===== config.mk =====
export PLATFORM = sky130hd
export DESIGN_NAME = fetch_unit
export DESIGN_NICKNAME = d
export VERILOG_FILES = /design/src/rtl/cpu_pkg.sv /design/src/rtl/fetch_unit.sv
export SDC_FILE = /design/constraint.sdc
export NUM_CORES = 1
export LEC_CHECK = 0
export CELL_PAD_IN_SITES_DETAIL_PLACEMENT = 1
export CELL_PAD_IN_SITES_GLOBAL_PLACEMENT = 1
export CORE_ASPECT_RATIO = 2
export CORE_MARGIN = 4
export CORE_UTILIZATION = 32
export CTS_CLUSTER_DIAMETER = 30
export DETAILED_ROUTE_END_ITERATION = 10
export PLACE_DENSITY = 0.87
export SETUP_SLACK_MARGIN = 0.4
export SLEW_MARGIN = 20
export SYNTH_ARGS = -nofsm -noshare
export SYNTH_HDL_FRONTEND = slang
export SYNTH_SLANG_ARGS = --single-unit

===== constraint.sdc =====
create_clock -name clk_i -period 3.6 [get_ports clk_i]
set_input_delay 0.54 -clock clk_i [delete_from_list [all_inputs] [get_ports clk_i]]
set_output_delay 0.54 -clock clk_i [all_outputs]
set_load 0.02 [all_outputs]

===== src/rtl/cpu_pkg.sv =====
// Shared CPU constants and the fetch-stage state encoding.
package cpu_pkg;
   localparam int          XLEN      = 32;
   localparam logic [31:0] NOP_INSTR = 32'h0000_0013;
   localparam logic [31:0] PC_STEP   = 32'd4;

   typedef enum logic [1:0] {
      FETCH = 2'd0,
      MISS  = 2'd1,
      HOLD  = 2'd2,
      KILL  = 2'd3
   } fetch_state_e;
endpackage


===== src/rtl/fetch_unit.sv =====
// Instruction-fetch stage: owns the PC, drives the I-cache and feeds IF/ID.
//
// state | meaning
// FETCH | request at pc_q, first cycle of this fetch
// MISS  | request at pc_q still outstanding, cache busy
// HOLD  | word fetched but downstream stalled; word parked in r_buf, no request
// KILL  | redirect arrived mid-miss; drain old request, then jump to r_kill_pc
module fetch_unit
   import cpu_pkg::*;
#(
   parameter logic [XLEN-1:0] RESET_PC  = 32'h0000_0000,
   parameter logic [XLEN-1:0] NOP_INSTR = cpu_pkg::NOP_INSTR
) (
   input  logic            clk_i,
   input  logic            rst_i,
   input  logic            hazard_stall_i,
   input  logic            redirect_i,
   input  logic [XLEN-1:0] redirect_pc_i,
   output logic            icache_req_o,
   output logic [XLEN-1:0] icache_addr_o,
   input  logic            icache_stall_i,
   input  logic [XLEN-1:0] icache_rdata_i,
   output logic [XLEN-1:0] instr_o,
   output logic [XLEN-1:0] pc_o,
   output logic [XLEN-1:0] pc_plus_o,
   output logic            if_stall_o
);

   fetch_state_e    r_state;
   logic [XLEN-1:0] r_pc;
   logic [XLEN-1:0] r_buf;
   logic [XLEN-1:0] r_kill_pc;

   logic            w_req;
   logic            w_done;
   logic [XLEN-1:0] w_target;
   logic [XLEN-1:0] w_pc_inc;
   logic [XLEN-1:0] w_pc_out;

   assign w_req    = rst_i && (r_state != HOLD);
   assign w_done   = w_req && !icache_stall_i;
   assign w_target = {redirect_pc_i[XLEN-1:2], 2'b00};
   assign w_pc_inc = r_pc + PC_STEP;
   assign w_pc_out = rst_i ? r_pc : RESET_PC;

   assign icache_req_o  = w_req;
   assign icache_addr_o = r_pc;
   assign pc_o          = w_pc_out;
   assign pc_plus_o     = w_pc_out + PC_STEP;

   // A redirect always hands IF/ID a bubble with stall low so the NOP is captured.
   always_comb begin
      instr_o    = NOP_INSTR;
      if_stall_o = 1'b1;
      if (rst_i) begin
         if (redirect_i) begin
            if_stall_o = 1'b0;
         end else begin
            case (r_state)
               FETCH, MISS: begin
                  if (w_done && !hazard_stall_i) begin
                     instr_o    = icache_rdata_i;
                     if_stall_o = 1'b0;
                  end
               end
               HOLD: begin
                  instr_o    = r_buf;
                  if_stall_o = hazard_stall_i;
               end
               default: ;
            endcase
         end
      end
   end

   always_ff @(posedge clk_i) begin
      if (!rst_i) begin
         r_state   <= FETCH;
         r_pc      <= RESET_PC;
         r_buf     <= NOP_INSTR;
         r_kill_pc <= '0;
      end else if (redirect_i) begin
         // The cache cannot abort an in-flight miss, so remember the target instead.
         if (r_state == KILL) begin
            r_kill_pc <= w_target;
         end else if (r_state == HOLD || w_done) begin
            r_pc    <= w_target;
            r_buf   <= NOP_INSTR;
            r_state <= FETCH;
         end else begin
            r_kill_pc <= w_target;
            r_state   <= KILL;
         end
      end else begin
         case (r_state)
            FETCH, MISS: begin
               if (w_done && !hazard_stall_i) begin
                  r_pc    <= w_pc_inc;
                  r_state <= FETCH;
               end else if (w_done) begin
                  r_buf   <= icache_rdata_i;
                  r_state <= HOLD;
               end else begin
                  r_state <= MISS;
               end
            end
            HOLD: begin
               if (!hazard_stall_i) begin
                  r_pc    <= w_pc_inc;
                  r_state <= FETCH;
               end
            end
            KILL: begin
               if (w_done) begin
                  r_pc    <= r_kill_pc;
                  r_state <= FETCH;
               end
            end
            default: r_state <= FETCH;
         endcase
      end
   end

endmodule


=== Word-level counts from Yosys, hierarchy flattened ===
Cells that the tools add are included.

* Add/sub/neg operators: 2
* Equality and inequality tests: 11
* Muxes and demuxes: 32
* Reduce and logical (&&, ||, !) cells: 14

{| class="wikitable"
|+ Operators with widths
! kind !! number
|-
| 2-to-1 mux 32 bit || 18
|-
| case mux 32 bit (3 select lines) || 1
|-
| adder 32 x 3 -> 32 bit, second input constant || 2
|-
| case mux 32 bit (2 select lines) || 1
|-
| 2-to-1 mux 2 bit || 7
|-
| != test 2 bit, second input constant || 5
|-
| AND reduction 5 bit || 2
|-
| != test 3 bit, second input constant || 2
|-
| case mux 2 bit (3 select lines) || 1
|-
| == test 2 bit, second input constant || 2
|-
| nonzero test 2 bit || 2
|-
| logical AND 1 bit || 3
|-
| 2-to-1 mux 1 bit || 3
|-
| AND reduction 3 bit || 1
|-
| == test 2 x 1 -> 1 bit, second input constant || 1
|-
| logical NOT 1 bit || 2
|-
| logical NOT 2 bit || 1
|-
| != test 2 x 1 -> 1 bit, second input constant || 1
|-
| case mux 1 bit (2 select lines) || 1
|-
| AND reduction 2 bit || 1
|-
| OR reduction 2 bit || 1
|-
| logical OR 1 bit || 1
|}

* Bits in registers: 98
* Bits of input ports: 69
* Output and inout port bits: 130
* Logic and storage cells: 63

=== Longest topological paths before layout ===
Gate-level depths: netlist (run 1).

* Word-level depth: 8
* Mapped depth: 9
* Depth with buffers taken out: 6

=== Worst setup path after synthesis (run 1) ===
No wires, ideal clock.

* Path type: input to output
* Start: input rst_i
* End: output pc_plus_o[30]
* Arrival time: 3,050 ps
* Required time: 3,060 ps
* Path slack: 10 ps
* Cell stages on the path: 9
* Path buffers: 3
* Cells stage by stage: buf_2 clkbuf_1 clkbuf_1 and2_1 ha_1 nand4_1 nor4_1 nand4_1 xnor2_1

* Cells in the longest elaborated chain, start to end: 2

{| class="wikitable"
|+ RTL lines
! item !! line !! text
|-
| start, declared || fetch_unit.sv:15 || <nowiki>input logic rst_i,</nowiki>
|-
| 2-to-1 mux 32 bit || fetch_unit.sv:44 || <nowiki>assign w_pc_out = rst_i ? r_pc : RESET_PC;</nowiki>
|-
| named net pc_o[2] || fetch_unit.sv:24 || <nowiki>output logic [XLEN-1:0] pc_o,</nowiki>
|-
| adder 32 x 3 -> 32 bit || fetch_unit.sv:49 || <nowiki>assign pc_plus_o = w_pc_out + PC_STEP;</nowiki>
|-
| end, declared || fetch_unit.sv:25 || <nowiki>output logic [XLEN-1:0] pc_plus_o,</nowiki>
|}

The timed path passes the listed nets, and every way through them passes these cells.

=== Worst setup path after layout (run 1) ===
* Start: register r_pc[3] (netlist: icache_addr_o[3])
* End: output pc_plus_o[28]

* Cells in the longest elaborated chain, start to end: 2

{| class="wikitable"
|+ RTL lines
! item !! line !! text
|-
| start, declared || fetch_unit.sv:30 || <nowiki>logic [XLEN-1:0] r_pc;</nowiki>
|-
| start signal, assigned || fetch_unit.sv:87 || <nowiki>r_pc <= w_target;</nowiki>
|-
| start signal, assigned || fetch_unit.sv:98 || <nowiki>r_pc <= w_pc_inc;</nowiki>
|-
| start signal, assigned || fetch_unit.sv:109 || <nowiki>r_pc <= w_pc_inc;</nowiki>
|-
| 2-to-1 mux 32 bit || fetch_unit.sv:44 ||
|-
| adder 32 x 3 -> 32 bit || fetch_unit.sv:49 ||
|}

No other way between the ends.

==> results.md, run 1 <==
* Outcome: complete, no violations
* DR DRC count at 0
* Post-synth ARST share at 0%
* Clock buffer count from CTS at 9
* Area used by multi-input combinational logic at 3460 um2
* Period minus WS final at 3.19 ns
* Clock transition at path regs at 0.07 ns
* CTS tree: built
* Initial Utilization at 32.6%
* Finish-stage setup viols at 0
* CTS root buf: clkbuf_16
* Crit path capture type: primary output
* Commonest cells after routing, fill and taps aside: clkdlybuf4s50_1, nand2_1, dfxtp_1
* Core Region at 17400 um2
* Fin. max-slew vios at 0
* Worst-Skew Late Latency at 0.35 ns
* Bufs and invs on worst path at 3
* Post-Syn Area at 5650 um2
* # rows at 68
* Post-synth EDFFs at 0
* Worst setup SP type: register
* Longest Clk Path Bufs at 2
* Crit-path max cell delay at 0.44 ns
* First-pass GRT wire length at 35.4 mm
* Chip width at 102 um
* Initial DRC Count at 324
* Layout Utilization at 47.8%
* Antenna-violating nets left at 0
* Fillcell total at 2138
* Sink Count at 94
* Hold crit path type: reg2reg
* I/O Buffers at 190
* Final period util at 88.5%
* Yosys warns at 0
* Lkg Pwr at 3.61 nW
* Area growth from synthesis to layout at 46.9%
* Max Clk Rate at 314 MHz
* Hold_buf cts at 0
* Maximum net fanout on the critical path at 9
* DIE AREA at 20000 um2
* Global placement routability congestion at 0.885
* Wire per inst at 19.9 um
* Hold Slack at 0.456 ns
* Chip height at 196 um
* Share of layout cells above drive strength 1 at 10.2%
* I/O Pins at 199
* Worst vdd ir at 0.000219 V
* CP arrival at 2.65 ns
* Least-Margin Pin Slew at 0.933 ns
* Cells after Synth at 772
* Cells after DPL at 1140
* Crit path kind: reg2out
* Sequential area share after synthesis at 33.3%
* Required @ worst endpoint at 3.06 ns
* Storage element area at 1890 um2
* Gr ovfl total at 0
* Fin. Hold Viols at 0
* Slowest cell on the critical path: dfxtp_2
* Most used cell, CP: buf_4
* P per Cell Area at 346 nW/um2
* Crit path cell chain: and2_2 -> ha_1 -> nand4_1 -> buf_4 -> nor4_4 -> buf_4 -> nand3_1 -> xnor2_2 -> dlygate4sd2_1
* WL final at 23.0 mm
* Slew margin rel. at 37.8%
* Post-synthesis register bit count at 94
* H-tree levels at 3
* Max-cap viol count at 0
* CP top delay family: simple AND/OR/NAND/NOR gates
* Fin nets at 1015
* Vias in the first global route at 6582
* Commonest non-fill, non-tap cell in the layout: clkdlybuf4s50_1
* Setup TNS at 0 ns
* RSZ-0062 raised after global routing: yes
* Antenna cells at 0
* 1st-pass router iterations at 4
* Avg Synthesized Cell Area at 7.32 um2
* Initial antenna violation count at 0
* Prevailing post-synth register cell: dfxtp_1
* Post-synthesis cell type count at 63
* Global Route Usage Sum at 22.3%
* Clock skew at 0.0102 ns
* Post-detail-place hpwl at 16.8 mm
* Final total power at 0.00287 W
* Vias at 6581
* Post-Layout Cell Count at 1159
* Largest net degree at the start of global routing at 40
* Via density at 5.68
## path summary, 6_finish.rpt
kind / from / endpoint / slack [ns] / cells past startpoint
hold reg to reg: r_kill_pc[12] / r_kill_pc[12] / 0.46 / 2
setup / recovery: icache_addr_o[3] / pc_plus_o[28] / 0.41 / 9
hold / removal: r_kill_pc[12] / r_kill_pc[12] / 0.46 / 2
setup reg to reg: icache_addr_o[2] / icache_addr_o[20] / 0.89 / 7
## synth_stat cells (4+ instances only)
| library cell | n | area share (%) |
|---|---|---|
| nand2_1 | 124 | 8.2 |
| dfxtp_1 | 94 | 33 |
| a21oi_1 | 65 | 5.8 |
| nor2_1 | 64 | 4.2 |
| clkbuf_1 | 49 | 3.3 |
| o21ai_0 | 46 | 4.1 |
| a22o_1 | 30 | 4.6 |
| a22oi_1 | 29 | 3.9 |
| nand3_1 | 26 | 2.3 |
| and2_1 | 21 | 2.3 |
| xnor2_1 | 21 | 3.3 |
| inv_1 | 20 | 1.3 |
| nand4_1 | 16 | 1.8 |
| nor3_1 | 16 | 1.4 |
| buf_2 | 12 | 1.1 |
| nor4_1 | 12 | 1.3 |
| and3_1 | 9 | 1.0 |
| or3_1 | 8 | 0.89 |
| a211oi_1 | 7 | 0.93 |
| buf_4 | 7 | 0.93 |
| and4_1 | 6 | 0.93 |
| buf_1 | 6 | 0.40 |
| o22ai_1 | 6 | 0.66 |
| xor2_1 | 6 | 0.93 |
| a31oi_1 | 5 | 0.55 |
| mux2i_1 | 5 | 0.89 |
| a221oi_1 | 4 | 0.62 |
| o211ai_1 | 4 | 0.53 |
## area by class of cell
cell class              instances  share of cell area (%)
flip-flops and latches         94                    22.8
repair buffers                230                    27.7
well taps                     210                    3.16
clock buffers                  11                    2.92
multi-input cells             588                    41.7
clock inverters                 5                   0.799
inverters                      21                   0.949
## layer usage
metal / vias to the layer above / track usage, % / wire (um)
met5: - / 0 / 0
met4: 0 / 10.5 / 855
met3: 50 / 3.99 / 1240
met2: 216 / 41.0 / 12500
met1: 3226 / 23.7 / 8440
li1: 3089 / - / -
## per-stage QoR
step | setup WS, ns | cell area, um2
3_3_place_gp | 0.123 | 7860
2_1_floorplan | 0.410 | 5700
3_5_place_dp | 0.127 | 7860
5_1_grt | 0.351 | 8300
4_1_cts | 0.133 | 8180
6_report | 0.414 | 8300
## worst min-delay path, cell delays in order, from the launching register on
cell and delay, ns:
dfxtp_1 0.31, nand2_1 0.05, a21oi_1 0.05
## state kept, by name, indices dropped and copies added (netlist names)
signal,flops
r_buf,32
r_state,2
icache_addr_o,30
r_kill_pc,30
## what timing repair did
item | in CTS | in global routing
resized for setup | 19 | 47
gates cloned | 0 | 1
setup buffers | 1 | 1
pin swaps | 1 | 1
setup endpoints to repair | 19 | 41
## where the power goes
| group | switching (W) | total, W | internal, W | leakage [nW] |
|---|---|---|---|---|
| clock | 0.000452 | 0.00102 | 0.000568 | 0.148 |
| sequential | 0.0000632 | 0.00116 | 0.00110 | 0.770 |
| combinational | 0.000390 | 0.000688 | 0.000298 | 2.69 |
## cells by family (layout without fill, tap and decap cells)
logic type                 after synthesis  after routing  synth area share [%]
AOI/OAI and AO/OA                      226            226                  26.4
xor gates and xnor gates                27             27                  4.18
adders and majority gates                2              2                 0.443
buffers and inverters                   95            267                  7.04
DFF                                     94             94                  33.3
muxes                                    8              8                  1.48
other                                    1              6                0.0663
and+or+nand+nor                        319            319                  27.1
No activity file was read; power rests on OpenSTA's default activity.
==> run 2: changes to the inputs <==
--- a/config.mk
+++ b/config.mk
@@ -7,7 +7,7 @@
 export LEC_CHECK = 0
 export CELL_PAD_IN_SITES_DETAIL_PLACEMENT = 1
 export CELL_PAD_IN_SITES_GLOBAL_PLACEMENT = 1
-export CORE_ASPECT_RATIO = 2
+export CORE_ASPECT_RATIO = 1.2
 export CORE_MARGIN = 4
 export CORE_UTILIZATION = 32
 export CTS_CLUSTER_DIAMETER = 30
==> run 2 against run 1 <==
Fmax increased by 2.2%. Clock-buffer cell count stayed put. Critical path depth fell by 2. Largest cell class unchanged. Sequential cell count is the same. Power is 1.8% higher. Highest routed layer is now met5. Die area shrank 0.60%. Via count shrank 0.12%. Routed wire length is 5.3% lower.
==> results.md, run 2 (synthesized netlist as in run 1, its figures left out) <==
* Outcome: complete, no violations
* Storage element area at 1890 um2
* Lkg Pwr at 3.32 nW
* Crit path cell chain: nand4_1 -> or4_4 -> nor4_4 -> buf_4 -> nor3b_2 -> xnor2_1 -> clkbuf_2
* Final period util at 86.6%
* Crit-path max cell delay at 0.58 ns
* I/O Buffers at 190
* Wire per inst at 18.7 um
* CTS root buf: clkbuf_16
* Period minus WS final at 3.12 ns
* CTS tree: built
* Clock buffer count from CTS at 9
* Worst vdd ir at 0.000252 V
* Area used by multi-input combinational logic at 3460 um2
* Sink Count at 94
* Share of layout cells above drive strength 1 at 10.2%
* Setup TNS at 0 ns
* Clock skew at 0.00685 ns
* Fin nets at 1017
* Antenna-violating nets left at 0
* RSZ-0062 raised after global routing: yes
* Post-detail-place hpwl at 15.6 mm
* Slowest cell on the critical path: or4_4
* Initial antenna violation count at 1
* DIE AREA at 19900 um2
* Vias in the first global route at 6640
* First-pass GRT wire length at 34.7 mm
* Chip width at 129 um
* Longest Clk Path Bufs at 2
* Fin. max-slew vios at 0
* Fin. Hold Viols at 0
* Gr ovfl total at 0
* P per Cell Area at 355 nW/um2
* I/O Pins at 199
* Global Route Usage Sum at 21.4%
* CP arrival at 2.58 ns
* H-tree levels at 3
* Number of flip-flops in the largest register at 32
* Largest net degree at the start of global routing at 32
* Maximum net fanout on the critical path at 7
* Vias at 6573
* Hold Slack at 0.453 ns
* Core Region at 17100 um2
* Area growth from synthesis to layout at 45.5%
* Initial Utilization at 33.0%
* Max-cap viol count at 0
* Chip height at 154 um
* Least-Margin Pin Slew at 0.919 ns
* Hold depth at 2
* Hold_buf cts at 0
* Clock transition at path regs at 0.07 ns
* Commonest cells after routing, fill and taps aside: clkdlybuf4s50_1, nand2_1, dfxtp_1
* Hold crit path type: reg2reg
* Crit path kind: reg2out
* Worst-Skew Late Latency at 0.35 ns
* Global placement routability congestion at 0.819
* DR DRC count at 0
* Commonest non-fill, non-tap cell in the layout: clkdlybuf4s50_1
* Via density at 5.63
* Initial DRC Count at 455
* Top reg by flops: r_buf
* # rows at 52
* Antenna cells at 0
* Slew margin rel. at 38.7%
* 1st-pass router iterations at 5
* WL final at 21.8 mm
* Fillcell total at 2107
* Worst setup SP type: register
* Crit path capture type: primary output
* Finish-stage setup viols at 0
* Required @ worst endpoint at 3.06 ns
* Max Clk Rate at 321 MHz
* Worst Reg-to-Reg Cells at 7
## run 2: changes by cell type in the layout (fill, tap and decap cells not counted), sizes merged
cell | before | now
clkbuf | 16 | 15
clkdlybuf4s50 | 144 | 141
buf | 40 | 44
dlymetal6s2s | 31 | 11
clkdlybuf4s15 | 1 | 0
bufinv | 1 | 2
dlygate4sd2 | 9 | 32
inv | 22 | 19
clkinv | 2 | 4
## run 2: cell type report
| type | instances | share of cell area, % |
|---|---|---|
| Inverter | 21 | 0.958 |
| Clock inverter | 5 | 0.989 |
| Timing Repair Buffer | 232 | 26.6 |
| Multi-Input combinational cell | 588 | 42.1 |
| Sequential cell | 94 | 23.0 |
| Tap cell | 216 | 3.29 |
| Clock buffer | 11 | 3.07 |
## run 2: worst paths after layout
| kind | start | endpoint | slack, ns |
|---|---|---|---|
| worst max-delay path | icache_addr_o[11] | pc_plus_o[29] | 0.48 |
| worst min-delay path | r_kill_pc[7] | r_kill_pc[7] | 0.45 |
| worst max register to register | icache_addr_o[2] | icache_addr_o[20] | 1.01 |
| worst min register to register | r_kill_pc[7] | r_kill_pc[7] | 0.45 |
## run 2: metal layers
| metal | wire length [um] | up-vias | GRT usage [%] |
|---|---|---|---|
| met5 | 13 | - | 0 |
| met4 | 391 | 2 | 6.95 |
| met3 | 1890 | 32 | 5.24 |
| met2 | 10600 | 270 | 36.4 |
| met1 | 8940 | 3177 | 26.2 |
| li1 | - | 3092 | - |
## run 2: worst max-delay path, delay by kind of cell (launching register included)
family                 cells  cell delay [ns]
flip-flops                 1             0.48
XOR/XNOR                   1             0.13
AND/OR/NAND/NOR            4             1.25
buffers and inverters      2             0.37
## run 2: metrics by stage
stage | utilization [%] | setup slack, ns | total power (W) | instances | cell area (um2)
after floorplan | - | 0.410 | 0.00154 | 777 | 5700
after global placement | 45.9 | 0.112 | 0.00185 | 1147 | 7850
after detailed placement | 45.9 | 0.0890 | 0.00186 | 1147 | 7850
after CTS | 47.9 | 0.272 | 0.00295 | 1165 | 8190
after global routing | 48.1 | 0.368 | 0.00305 | 1167 | 8230
final | 48.1 | 0.484 | 0.00292 | 1167 | 8230
## run 2: what timing repair did
item | in CTS | in global routing
buffers inserted | 2 | 2
endpoints found under the setup margin | 45 | 18
resized for setup | 46 | 23
pin swaps | 3 | 2
## run 2: power by group
part	leakage [nW]	switching [W]	total [W]	internal, W
Clock	0.162	0.000434	0.00108	0.000648
Combinational	2.39	0.000386	0.000681	0.000295
Sequential	0.769	0.0000608	0.00116	0.00110
Total	3.32	0.000880	0.00292	0.00204
